**config.mk**
```make
export PLATFORM = sky130hd
export DESIGN_NAME = lsu
export DESIGN_NICKNAME = d
export VERILOG_FILES = /design/src/rtl/lsu_pkg.sv /design/src/rtl/lsu_align.sv /design/src/rtl/lsu.sv
export SDC_FILE = /design/constraint.sdc
export NUM_CORES = 1
export LEC_CHECK = 0
export ABC_AREA = 1
export BUFFER_PORTS_ARGS = -buffer_cell sky130_fd_sc_hd__buf_4
export CORE_MARGIN = 1
export CORE_UTILIZATION = 44
export DETAILED_ROUTE_END_ITERATION = 8
export PLACE_DENSITY = 0.71
export SLEW_MARGIN = 20
export SYNTH_ARGS = -nofsm -noshare
export SYNTH_HDL_FRONTEND = slang
export SYNTH_SLANG_ARGS = --single-unit
export TNS_END_PERCENT = 1
```
**constraint.sdc**
```tcl
create_clock -name clk -period 4.95 [get_ports clk]
set_input_delay 0.495 -clock clk [delete_from_list [all_inputs] [get_ports clk]]
set_output_delay 0.495 -clock clk [all_outputs]
set_load 0.03 [all_outputs]
```
**src/rtl/lsu_pkg.sv**
```systemverilog
// Shared constants and types for the RV32I load/store unit.
package lsu_pkg;

   localparam logic MEM_READ  = 1'b0;
   localparam logic MEM_WRITE = 1'b1;

   localparam logic [1:0] MW_BYTE = 2'd0;
   localparam logic [1:0] MW_HALF = 2'd1;
   localparam logic [1:0] MW_WORD = 2'd2;
   localparam logic [1:0] MW_ILL  = 2'd3;

   localparam logic [1:0] FLT_NONE = 2'd0;
   localparam logic [1:0] FLT_MIS  = 2'd1;
   localparam logic [1:0] FLT_TMO  = 2'd2;
   localparam logic [1:0] FLT_SIZE = 2'd3;

   typedef enum logic [1:0] {
      LSU_IDLE  = 2'd0,
      LSU_BUS   = 2'd1,
      LSU_RESP  = 2'd2,
      LSU_FAULT = 2'd3
   } lsu_state_e;

   typedef struct packed {
      logic        rw;
      logic [1:0]  size;
      logic        sign;
      logic [31:0] addr;
      logic [31:0] wdata;
   } lsu_req_t;

endpackage

```
**src/rtl/lsu_align.sv**
```systemverilog
// Pure combinational lane logic: strobes, store replication, load extract/extend,
// and the misalignment check.
module lsu_align
   import lsu_pkg::*;
(
   input  logic        memrw,
   input  logic [1:0]  memword,
   input  logic        memsign,
   input  logic [1:0]  addr_lo,
   input  logic [31:0] wdata,
   input  logic [31:0] bus_rdata,
   output logic        misaligned,
   output logic [3:0]  wstrb,
   output logic [31:0] wdata_lane,
   output logic [31:0] ld_data
);

   logic [3:0]  strb;
   logic [31:0] lane;

   always_comb begin
      misaligned = ((memword == MW_HALF) && addr_lo[0]) ||
                   ((memword == MW_WORD) && (addr_lo != 2'b00));

      strb       = 4'b0000;
      wdata_lane = wdata;
      case (memword)
         MW_BYTE: begin
            strb       = 4'b0001 << addr_lo;
            wdata_lane = {4{wdata[7:0]}};
         end
         MW_HALF: begin
            strb       = 4'b0011 << addr_lo;
            wdata_lane = {2{wdata[15:0]}};
         end
         MW_WORD: strb = 4'b1111;
         default: strb = 4'b0000;
      endcase
      wstrb = memrw ? strb : 4'b0000;

      lane = bus_rdata >> {addr_lo, 3'b000};
      case (memword)
         MW_BYTE: ld_data = memsign ? {24'h0, lane[7:0]}
                                    : {{24{lane[7]}}, lane[7:0]};
         MW_HALF: ld_data = memsign ? {16'h0, lane[15:0]}
                                    : {{16{lane[15]}}, lane[15:0]};
         default: ld_data = lane;
      endcase
   end

endmodule

```
**src/rtl/lsu.sv**
```systemverilog
// Load/store unit FSM: latches a core request, runs one bus beat with a
// ready timeout, and reports completion/fault with a single done pulse.
module lsu
   import lsu_pkg::*;
#(
   parameter int TIMEOUT = 255
) (
   input  logic        clk,
   input  logic        rst,
   input  logic        req,
   input  logic        memrw,
   input  logic [1:0]  memword,
   input  logic        memsign,
   input  logic [31:0] addr,
   input  logic [31:0] wdata,
   output logic        stall,
   output logic        done,
   output logic [31:0] rdata,
   output logic [1:0]  fault,
   output logic        bus_valid,
   output logic        bus_we,
   output logic [31:0] bus_addr,
   output logic [3:0]  bus_wstrb,
   output logic [31:0] bus_wdata,
   input  logic        bus_ready,
   input  logic [31:0] bus_rdata
);

   localparam logic [15:0] TMO_LAST = 16'(TIMEOUT - 1);

   lsu_state_e  state_q, state_d;
   lsu_req_t    req_q, live, sel;
   logic [15:0] cnt_q;
   logic [1:0]  code_q;
   logic [31:0] cap_q;

   logic        a_mis;
   logic [3:0]  a_wstrb;
   logic [31:0] a_wdata, a_ld;

   assign live = '{rw: memrw, size: memword, sign: memsign, addr: addr, wdata: wdata};
   // In IDLE the align block judges the incoming request; afterwards it works
   // from the latched copy so bus outputs stay stable.
   assign sel  = (state_q == LSU_IDLE) ? live : req_q;

   lsu_align u_align (
      .memrw      (sel.rw),
      .memword    (sel.size),
      .memsign    (sel.sign),
      .addr_lo    (sel.addr[1:0]),
      .wdata      (sel.wdata),
      .bus_rdata  (bus_rdata),
      .misaligned (a_mis),
      .wstrb      (a_wstrb),
      .wdata_lane (a_wdata),
      .ld_data    (a_ld)
   );

   always_comb begin
      state_d = state_q;
      case (state_q)
         LSU_IDLE: begin
            if (req) begin
               if (memword == MW_ILL || a_mis) state_d = LSU_FAULT;
               else                            state_d = LSU_BUS;
            end
         end
         LSU_BUS: begin
            if (bus_ready)              state_d = LSU_RESP;
            else if (cnt_q == TMO_LAST) state_d = LSU_FAULT;
         end
         default: state_d = LSU_IDLE;
      endcase
   end

   always_ff @(posedge clk) begin
      if (rst) begin
         state_q <= LSU_IDLE;
         req_q   <= '0;
         cnt_q   <= '0;
         code_q  <= FLT_NONE;
         cap_q   <= '0;
      end else begin
         state_q <= state_d;
         case (state_q)
            LSU_IDLE: begin
               if (req) begin
                  req_q  <= live;
                  cnt_q  <= '0;
                  code_q <= (memword == MW_ILL) ? FLT_SIZE :
                            a_mis               ? FLT_MIS  : FLT_NONE;
               end
            end
            LSU_BUS: begin
               if (bus_ready)              cap_q  <= req_q.rw ? 32'h0 : a_ld;
               else if (cnt_q == TMO_LAST) code_q <= FLT_TMO;
               else                        cnt_q  <= cnt_q + 16'd1;
            end
            default: ;
         endcase
      end
   end

   assign bus_valid = (state_q == LSU_BUS);
   assign bus_we    = bus_valid & req_q.rw;
   assign bus_addr  = bus_valid ? {req_q.addr[31:2], 2'b00} : 32'h0;
   assign bus_wstrb = bus_valid ? a_wstrb : 4'b0000;
   assign bus_wdata = bus_valid ? a_wdata : 32'h0;

   assign stall = ((state_q == LSU_IDLE) & req) | (state_q == LSU_BUS);
   assign done  = (state_q == LSU_RESP) | (state_q == LSU_FAULT);
   assign fault = (state_q == LSU_FAULT) ? code_q : FLT_NONE;
   assign rdata = (state_q == LSU_RESP) ? cap_q : 32'h0;

endmodule

```
Word-level counts from Yosys, hierarchy flattened

Cells that the tools add are included.

Bits in registers: 120
Output and inout bits: 106

$add $sub $neg: 1
Equality and inequality tests: 12
Shift-type cells: 3
Mux-type cells: 28
Bitwise operators: 4
Reduce and logical (&&, ||, !) cells: 13

Operator list:

| kind                                                              | number |
|---|---|
| 32-bit two-way mux                                                | 6 |
| 32-bit case mux with 2 select lines                               | 2 |
| 68-bit two-way mux                                                | 1 |
| 16-bit two-way mux                                                | 3 |
| 16-bit case mux with 2 select lines                               | 1 |
| 32-bit by 5-bit right shift with 32-bit output                    | 1 |
| 2-bit two-way mux                                                 | 9 |
| 16-bit by 1-bit adder with 16-bit output, second input constant   | 1 |
| 16-bit by 8-bit == test with 1-bit output, second input constant  | 1 |
| 4-bit case mux with 3 select lines                                | 1 |
| 2-bit == test, second input constant                              | 4 |
| 4-bit two-way mux                                                 | 2 |
| 2-bit case mux with 2 select lines                                | 2 |
| 4-bit AND reduction                                               | 2 |
| 2-bit != test, second input constant                              | 3 |
| 2-bit AND reduction                                               | 3 |
| 2-bit by 1-bit == test with 1-bit output, second input constant   | 2 |
| 2-bit logical NOT                                                 | 2 |
| 2-bit nonzero test                                                | 2 |
| 1-bit by 2-bit << shifter with 4-bit output, first input constant | 1 |
| 2-bit by 2-bit << shifter with 4-bit output, first input constant | 1 |
| 3-bit by 1-bit != test with 1-bit output, second input constant   | 1 |
| 1-bit AND                                                         | 2 |
| 1-bit logical AND                                                 | 2 |
| 4 further kinds                                                   | 6 |

Depth between registers and ports, before layout

Depth after elaboration: 9
Depth in mapped cells: 12

Hierarchy

Synthesis repeated with hierarchy kept, for this count alone.

Cells, all modules: 1141
Area total of the unflattened synthesis: 7153.1 um^2

Modules (own cells, without submodules):

| module    | instances | cells an instance | area an instance (um^2) | seq. area each (um^2) |
|---|---|---|---|---|
| lsu       | 1         | 885               | 5886.9                  | 2402.3 |
| lsu_align | 1         | 256               | 1266.2                  | 0.0 |

Worst setup path before layout

Ideal clock, no wire load.

Path type: register -> output
Start point: reg state_q[0]
End point: out bus_wstrb[0]
Arrival: 2.223 ns
Slack: 2.232 ns
Stages on the path, launching flop included: 8
Path through: dfxtp_1 -> inv_2 -> nor2_1 -> inv_1 -> buf_2 -> nor2_1 -> o21ai_0 -> a21oi_1

Longest elaborated chain between the ends: 6

Ends and longest elaborated chain:

| item                                                                | line            | RTL |
|---|---|---|
| from (decl)                                                         | lsu.sv:31       | `lsu_state_e state_q, state_d;` |
| from (signal assigned)                                              | lsu.sv:84       | `state_q <= state_d;` |
| 2-bit logical NOT                                                   | lsu.sv:44       | `assign sel = (state_q == LSU_IDLE) ? live : req_q;` |
| 68-bit two-way mux                                                  | lsu.sv:44       |  |
| 2-bit by 2-bit << shifter with 4-bit output (tied with other cells) | lsu_align.sv:33 | `strb = 4'b0011 << addr_lo;` |
| 4-bit case mux with 3 select lines                                  | lsu_align.sv:27 | `case (memword)` |
| 4-bit two-way mux                                                   | lsu_align.sv:39 | `wstrb = memrw ? strb : 4'b0000;` |
| 4-bit two-way mux (*)                                               | lsu.sv:107      | `assign bus_wstrb = bus_valid ? a_wstrb : 4'b0000;` |
| to (decl)                                                           | lsu.sv:23       | `output logic [3:0] bus_wstrb,` |

Mark *: on every way between the ends. The rest lies on a longest branch, timed or not.

Final worst setup path

Start point: reg state_q[1]
End point: out bus_wdata[29]

Longest elaborated chain between the ends: 5

Ends and longest elaborated chain:

| item                                                                                 | line            | RTL |
|---|---|---|
| 2-bit logical NOT                                                                    | lsu.sv:44       |  |
| 68-bit two-way mux                                                                   | lsu.sv:44       |  |
| 2-bit by 1-bit == test with 1-bit output / 2-bit logical NOT (equally long branches) | lsu_align.sv:27 |  |
| 32-bit case mux with 2 select lines                                                  | lsu_align.sv:27 |  |
| 32-bit two-way mux (*)                                                               | lsu.sv:108      | `assign bus_wdata = bus_valid ? a_wdata : 32'h0;` |
| to (decl)                                                                            | lsu.sv:24       | `output logic [31:0] bus_wdata,` |

Marked as above.

==> impl_metrics.ini <==
[cts]
ctsHoldBuffers = 0
clk_latency_ns = 0.42
post_cts_buffers = 0
htreeDepth = 4
cts_tree = done
post_cts_resized = 0
clk_path_buf_depth = 2
cts_buffers = 17
cts_root_buf = clkbuf_16
clkTransAtPathRegs_ns = 0.06
clock_sinks = 120

[drt]
num_vias = 7371
wl_per_cell_um = 14.70
ant_nets = 0
finalWirelength_mm = 20.63
drt-vias-per-instance = 5.254
drc = 0
drt_iter0_drc = 529
dr.pass1.iters = 6

[timing]
skew_ns = 0.008305
final_max_slew_viol_count = 0
fin_crit_sh_pct = 72.98
hold_viol = 0
tns_ns = 0
worst_slack_ns = 1.338
max_slew_margin_pct = 29.44
rsz0062_at_grt = no
layout_min_cycle_time_ns = 3.612
fmax_ghz = 0.2768
worstMarginPinSlew_ns = 1.056
setup_viol = 0

[power]
powerDensity_nw_per_um2 = 407.9
comb_power_share_pct = 32.0
p_int_mw = 2.279
clock_power_share_pct = 37.0
seqPwrFrac_pct = 31.0
p_leak_nw = 3.802
swShare_pct = 36.07
vdd_drop_max_uv = 270.8
switching_power_mw = 1.286

[worst_hold_path]
hold_path_class = in -> reg

[synth]
synth_area_leaders = dfxtp_1, nand2_1, a21oi_1
synth_top_area_cell = dfxtp_1
ys_seq_area_share_pct = 36.68
netlist_area_um2 = 6550
yosysTopAreaCellShare_pct = 36.68
synth-warning-count = 0
ys.flop_type = dfxtp_1
synth_edf_count = 0
synth_seq_cells = 120
synthCells = 1039
avgSynthCellArea_um2 = 6.304
ys_async_sr_fraction_pct = 0
synthDistinctLibCells = 34

[finish]
multi_input_comb_area_um2 = 3402
drive_above_1_share_pct = 21.82
final_nets = 1312
seqCellArea_um2 = 2402
final_cell_mix = nand2_1, buf_4, nor2_1
fillers = 1478
syn_to_final_growth_pct = 33.45
utilization_pct = 60.14
diodes = 0
final_common_cell = nand2_1
final_cell_area_um2 = 8741

[floorplan]
num_io_pins = 210
floorplan.die.width_um = 124.0
die_area_um2 = 15380
core_area_um2 = 14530
start_util_pct = 45.07
die_y_um = 124.0
core.rowCount = 44

[critical_path]
start_kind = flip-flop
worstSetupPathType = reg -> out
cp_max_fo = 42
worst-endpoint-arrival_ns = 3.12
cp-end-kind = output port
r2r_slack_ns = 2.07
critPathRequiredTime_ns = 4.45

[global_routing]
antenna_found_initial = 0
grt_pass1_wl_mm = 32.49
grt_pass1_vias = 6527
grt_usage_pct = 27.49
grt_start_max_net_pins = 84
grt-ovfl-total = 0

[placement]
placed_cell_area_um2 = 8110
preCtsSetupSlack_ns = 1.840
gp_congestion = 0.8838
port_buffers = 207
dp_hpwl_mm = 14.57

[run_status]
run_status = completed

[flow_run]
cap_viol_max_count = 0
[cell type report]
class	count	share of cell area, %
multi-input combinational	729	38.92
sequential	120	27.48
timing repair buffer	215	18.47
clock buffer	21	5.268
inverter	123	5.282
clock inverter	11	1.947
tap	184	2.634
[cells in the mapped netlist (2+ instances only)]
library cell	n
a21oi_1	117
a31oi_1	7
buf_1	4
buf_2	12
buf_4	2
buf_6	2
clkbuf_1	48
clkinv_1	2
dfxtp_1	120
ha_1	2
inv_1	117
inv_2	4
mux2i_1	6
nand2_1	237
nand2_2	3
nand2_4	2
nand3_1	79
nand3_4	2
nand4_1	11
nor2_1	128
nor2_4	2
nor3_1	9
o211ai_1	2
o21ai_0	100
o21ai_2	3
o221ai_1	7
xnor2_1	2
xor2_1	3
[power by group through the flow]
stage | Clock (mW) | Sequential, mW | Combinational, mW
finish | 1.32 | 1.11 | 1.14
global placement | 0 | 1.12 | 1.13
global route | 1.38 | 1.12 | 1.26
CTS | 1.33 | 1.10 | 1.14
floorplan | 0 | 1.11 | 0.812
detailed placement | 0 | 1.12 | 1.13
[per-layer routing]
metal | up-vias | track usage [%] | part of all wire (%)
met1 | 3320 | 33.80 | 42
met3 | 48 | 7.921 | 8.5
met5 | - | 0 | 0
li1 | 3679 | - | -
met2 | 324 | 44.76 | 46
met4 | 0 | 11.61 | 3.0
[per-stage QoR]
step	hold slack [ns]	cells	power [mW]
finish	0.3180	1403	3.566
global route	0.3179	1403	3.756
floorplan	0.4191	1040	1.927
detailed placement	0.4344	1371	2.255
CTS	0.3026	1403	3.575
global placement	0.4304	1371	2.247
[flip-flops by register name, indices dropped and copies added (netlist names)]
register / cells
cap_q: 32
state_q: 2
req_q: 68
code_q: 2
cnt_q: 16
[final timing paths]
| check | end | depth (start not counted) | startpoint |
|---|---|---|---|
| worst min register to register | req_q[18] | 2 | req_q[18] |
| worst max-delay path | bus_wdata[29] | 10 | state_q[1] |
| worst max register to register | cnt_q[0] | 10 | state_q[0] |
| worst min-delay path | req_q[18] | 3 | wdata[18] |
[critical path: stages (launching register included)]
cell and delay (ns):
dfxtp_1 0.37, inv_2 0.10, nand2_1 0.47, nand2_4 0.27, nand2_8 0.13, inv_2 0.52
nor2_1 0.16, inv_2 0.17, o221ai_1 0.15, a21oi_1 0.17, buf_4 0.18
[cells by family after synthesis]
logic type               synth area share, %
AND/OR/NAND/NOR                        30.96
other                                0.05725
XOR/XNOR                              0.6687
buffers and inverters                  11.52
multiplexers                          0.9169
AO/OA/AOI/OAI                          18.82
adder cells (fa/ha/maj)               0.3820
flip-flops                             36.68
Note: power is estimated with default switching activity, not from simulation.
